**src/rtl/wb_regfile.sv**
```systemverilog
// rtl/wb_regfile.sv - MEM/WB pipeline register, 2**ADDR_W-entry register file, bypassed read ports
module wb_regfile #(
    parameter int DATA_W  = 32,
    parameter int ADDR_W  = 5,
    parameter bit MEM_FWD = 1'b1
) (
    input  logic              clk,
    input  logic              rst,
    input  logic [DATA_W-1:0] mem_wdata_i,
    input  logic [ADDR_W-1:0] mem_waddr_i,
    input  logic              mem_we_i,
    input  logic              stall_i,
    input  logic              flush_i,
    input  logic              re1_i,
    input  logic [ADDR_W-1:0] raddr1_i,
    output logic [DATA_W-1:0] rdata1_o,
    input  logic              re2_i,
    input  logic [ADDR_W-1:0] raddr2_i,
    output logic [DATA_W-1:0] rdata2_o,
    output logic [DATA_W-1:0] wb_wdata_o,
    output logic [ADDR_W-1:0] wb_waddr_o,
    output logic              wb_we_o
);

    localparam int DEPTH = 2 ** ADDR_W;

    logic [DATA_W-1:0] wb_wdata;
    logic [ADDR_W-1:0] wb_waddr;
    logic              wb_we;
    logic [DATA_W-1:0] regs [DEPTH];

    logic              rd_en   [2];
    logic [ADDR_W-1:0] rd_addr [2];
    logic [DATA_W-1:0] rd_data [2];

    always_ff @(posedge clk or negedge rst) begin
        if (!rst) begin
            wb_wdata <= '0;
            wb_waddr <= '0;
            wb_we    <= 1'b0;
        end else if (flush_i) begin
            wb_wdata <= '0;
            wb_waddr <= '0;
            wb_we    <= 1'b0;
        end else if (!stall_i) begin
            wb_wdata <= mem_wdata_i;
            wb_waddr <= mem_waddr_i;
            wb_we    <= mem_we_i;
        end
    end

    // Commit uses the pre-edge WB entry, so a same-edge flush cannot cancel it.
    always_ff @(posedge clk or negedge rst) begin
        if (!rst) begin
            regs <= '{default: '0};
        end else if (wb_we && (wb_waddr != '0)) begin
            regs[wb_waddr] <= wb_wdata;
        end
    end

    assign rd_en[0]   = re1_i;
    assign rd_en[1]   = re2_i;
    assign rd_addr[0] = raddr1_i;
    assign rd_addr[1] = raddr2_i;

    // The MEM entry is younger than the WB entry, so it wins when both match.
    always_comb begin
        for (int p = 0; p < 2; p++) begin
            rd_data[p] = '0;
            if (!rst || !rd_en[p] || (rd_addr[p] == '0)) begin
                rd_data[p] = '0;
            end else if (MEM_FWD && mem_we_i && (mem_waddr_i == rd_addr[p])) begin
                rd_data[p] = mem_wdata_i;
            end else if (wb_we && (wb_waddr == rd_addr[p])) begin
                rd_data[p] = wb_wdata;
            end else begin
                rd_data[p] = regs[rd_addr[p]];
            end
        end
    end

    assign rdata1_o   = rd_data[0];
    assign rdata2_o   = rd_data[1];
    assign wb_wdata_o = wb_wdata;
    assign wb_waddr_o = wb_waddr;
    assign wb_we_o    = wb_we;

endmodule
```
**config.mk**
```make
export PLATFORM = sky130hd
export DESIGN_NAME = wb_regfile
export DESIGN_NICKNAME = d
export VERILOG_FILES = /design/src/rtl/wb_regfile.sv
export SDC_FILE = /design/constraint.sdc
export NUM_CORES = 2
export LEC_CHECK = 0
export CORE_MARGIN = 10
export CORE_UTILIZATION = 45
export CTS_CLUSTER_SIZE = 12
export DETAILED_ROUTE_END_ITERATION = 7
export PLACE_DENSITY = 0.59
export SLEW_MARGIN = 15
export SYNTH_ARGS = -nofsm -noshare
export SYNTH_HDL_FRONTEND = slang
export SYNTH_SLANG_ARGS = --single-unit
```
**constraint.sdc**
```tcl
create_clock -name clk -period 3.6 [get_ports clk]
set_clock_uncertainty 0.1 [all_clocks]
set_input_delay 0.36 -clock clk [delete_from_list [all_inputs] [get_ports clk]]
set_output_delay 0.36 -clock clk [all_outputs]
set_load 0.02 [all_outputs]
```
==> metrics.md <==
| Metric | Value |
|---|---|
| Status | completed |
| Global-route wire length before repair | 278000 um |
| Critical Path AT | 3080 ps |
| Final min period | 3540 ps |
| Worst Setup SP | wb_waddr_o[4]$_DFFE_PN0P_ |
| Initial antenna violation count | 6 |
| CP Class | register to output port |
| Area of the multi-input gates | between 20000 and 30000 sq um |
| Worst skew pair latency | 740 ps |
| Mux cell area share after synthesis | between 40% and 50% |
| Clock tree sinks | 1062 |
| Post-synth EDFFs | 0 |
| Post-synthesis simple-gate area fraction | 2.61% |
| Ys flop type | dfrtp_1 |
| Pre-CTS WS | -177 ps |
| Synth Area per Inst | 14.9 sq um |
| R2R setup slack | 580 ps |
| Initial Util | 45.3% |
| Final worst setup slack | about 59 ps |
| Yosys warns | 0 |
| WL/cell | 33.3 um |
| Netlist cell types | 52 |
| CTS tree | yes |
| Total leakage power | 0.0302 uW |
| Max cap viols | 0 |
| HP Class | input pin to asynchronous set/reset pin |
| Tcrit/Tclk final | a little over nine tenths |
| Detail Route Antenna Nets | 0 |
| Clk root buf | clkbuf_16 |
| Yosys top cell area share | 46.7% |
| Cts bufs inserted | 116 |
| WL final | 190000 um |
| Grt ovf | 0 |
| Hold Fails Final Rpt | 0 |
| Die ar. | 141000 sq um |
| Finished Core Util | 52.6% |
| Max Clk Rate | between 200 and 300 MHz |
| Area Growth Syn to Fin | 16.1% |
| Router iterations before antenna repair | 7 |
| Crit path launch type | register |
| Flop pwr share | a little under half |
| RR Startpoint | wb_we_o$_DFFE_PN0P_ |
| Seq. cell area | 26600 sq um |
| Die Wd | 376 um |
| Largest cells by area after synthesis | dfrtp_1 (47%), mux4_2 (21%), mux2_2 (19%) |
| Setup Viol. Count Final | 0 |
| RD Place Congestion | 0.838 |
| Most frequent cells in the layout | dfrtp_1 (1058), mux2_2 (978), mux4_2 (538) |
| Post-synthesis compound-gate area fraction | 3.67% |
| Final #Nets | 4012 |
| Row cnt | 130 |
| Seq/Total Area, Yosys | 46.7% |
| Clock network power share | 44.1% |
| Critical Path Sink | rdata1_o[0] |
| Critical Path End Type | output port |
| Yosys top cell by area | dfrtp_1 |
| Vias in the first global route | slightly below 40000 |
| Pwr Density | around 420 nW/um^2 |
| PortBufs | 155 |
| Drt drc | 0 |
| XOR/XNOR Fraction of Synth Area | 0.308% |
| Peak supply drop | around 0.42 mV |
| Internal power | 20800 uW |
| #FFs+latches synth | about 1100 |
| Reg2reg end | regs[45]$_DFFE_PN0P_ |
| Largest net degree at the start of global routing | 146 |
| Worst-path maximum fanout | 11 |
| Share of cells above drive strength 1 | 51.8% |
| Final Slew Violations | 0 |
| Vias/cell | 6.54 |
| Die Ht | around 380 um |
| Non-Filler Instances | about 5700 |
| R2R cell count | 6 |
| Mapped cell area | 56900 sq um |
| Synth Instances | 3834 |
| Sw power | ~7100 uW |
| All-Layer GR Usage | 26.8% |
| Diode count | 0 |
| Vias | between 30000 and 40000 |
| Fraction of registers with async set/reset | 100% |
| First-iteration detailed-routing DRC count | around 3400 |
| H-tree Lvls | 3 |
| Critical Path RT | 3140 ps |
| Largest family of logic cells by synthesized area | multiplexers |
| Worst-path clk slew | 60 ps |
| DP HPWL | between 100000 and 150000 um |
| I/O Pins | 156 |
| Post-Syn Nets | approximately 3900 |
| Maximum clock path buffer count | 3 |
| Comb pwr share | 10.7% |
| Fillers | 10500 |
| Sw Share | 25.4% |
| Pwr Total | around 28000 uW |
| Tightest Pin Transition | 1020 ps |
| Commonest non-fill, non-tap cell in the layout | dfrtp_1 |
| Adder-Cell Fraction of Synth Area | 0% |
| Core box area | around 130000 sq um |
| Post-Place Cells | 5482 |
| Slew HR | 32.2% |
power by group through the flow:
stage | Sequential [uW] | Combinational, uW | Clock, uW
after detailed placement | 12800 | 2970 | 0
after floorplan | 12800 | 1650 | 0
final | 12600 | 2970 | 12300
after CTS | 12600 | 2970 | 12500
after global routing | 12700 | 3150 | 13000
after global placement | 12800 | 2950 | 0
critical path, cell delays in order, from the launching register on:
cell             delay, ps
dfrtp_2                520
xnor2_1                170
and2_1                 240
a21boi_4               310
buf_4                  210
nand3_1                 80
nand3_1                170
clkdlybuf4s50_1        640
area by class of cell:
cell class	count	share of cell area, %
inverter	6	0.0341
clock buffer	174	5.35
sequential	1062	40.2
tap	1650	3.12
timing repair buffer	462	7.40
multi-input combinational	2310	43.3
clock inverter	42	0.611
routing by layer:
metal | vias up | track usage (%) | share of wire, %
li1 | 15100 | - | -
met5 | - | 0 | 0.0079
met3 | 352 | 6.88 | 8.3
met4 | 2 | 10.0 | 3.9
met1 | 20300 | 36.7 | 42
met2 | 1506 | 40.9 | 46
how the worst min path moves through the flow:
stage / from / end / slack [ps] / depth (start not counted)
3_5_place_dp: rst / regs[918]$_DFFE_PN0P_ / 280 / 2
3_3_place_gp: rst / regs[918]$_DFFE_PN0P_ / 270 / 2
5_1_grt: rst / regs[918]$_DFFE_PN0P_ / 120 / 3
6_report: rst / regs[1014]$_DFFE_PN0P_ / 120 / 3
4_1_cts: rst / regs[918]$_DFFE_PN0P_ / 90 / 3
2_1_floorplan: rst / regs[0]$_DFFE_PN0P_ / -40 / 0
through the flow:
stage	hold WS (ps)	TNS, ps	instance area (sq um)
floorplan	-35.6	0	56900
global placement	275	-2510	62000
detailed placement	276	-1990	62000
CTS	92.7	0	66000
global route	124	-27.2	66100
finish	124	0	66100
Yosys cell counts, types with 2 or more instances:
| cell | count |
|---|---|
| a21oi_1 | 34 |
| a221oi_1 | 2 |
| a22oi_1 | 124 |
| a311o_1 | 2 |
| a32oi_1 | 31 |
| and2_1 | 3 |
| and3_1 | 2 |
| and3b_1 | 3 |
| buf_1 | 44 |
| buf_2 | 118 |
| buf_4 | 24 |
| buf_6 | 7 |
| clkbuf_1 | 262 |
| dfrtp_1 | 1062 |
| inv_1 | 6 |
| mux2_2 | 978 |
| mux2i_1 | 142 |
| mux4_2 | 538 |
| nand2_1 | 65 |
| nand3_1 | 126 |
| nand3b_1 | 4 |
| nand4_1 | 2 |
| nor2_1 | 88 |
| nor2b_1 | 3 |
| nor3_1 | 3 |
| nor3b_1 | 6 |
| nor4_1 | 3 |
| o21ai_0 | 77 |
| o22ai_1 | 32 |
| or3_1 | 2 |
| or4_1 | 2 |
| xnor2_1 | 12 |
| xor2_1 | 8 |
registers in the layout, summed over array words and instances (netlist names):
name / flops
wb_we_o: 1
regs: 1024
wb_wdata_o: 32
wb_waddr_o: 5
timing repair:
action / CTS / global route
setup endpoints to repair: 54 / 24
buffers inserted: 0 / 7
hold buffers: 1 / 0
endpoints found under the hold margin: 283 / 0
gates resized for setup: 43 / 18
pin swaps: 0 / 2
cells by family (layout without fill, tap and decap cells):
family / count (synthesis) / after routing
compound gates: 312 / 312
xor+xnor: 20 / 20
simple gates: 319 / 319
buf+inv: 462 / 684
mux: 1659 / 1659
flops: 1062 / 1062
(Power assumes the default switching activity.)
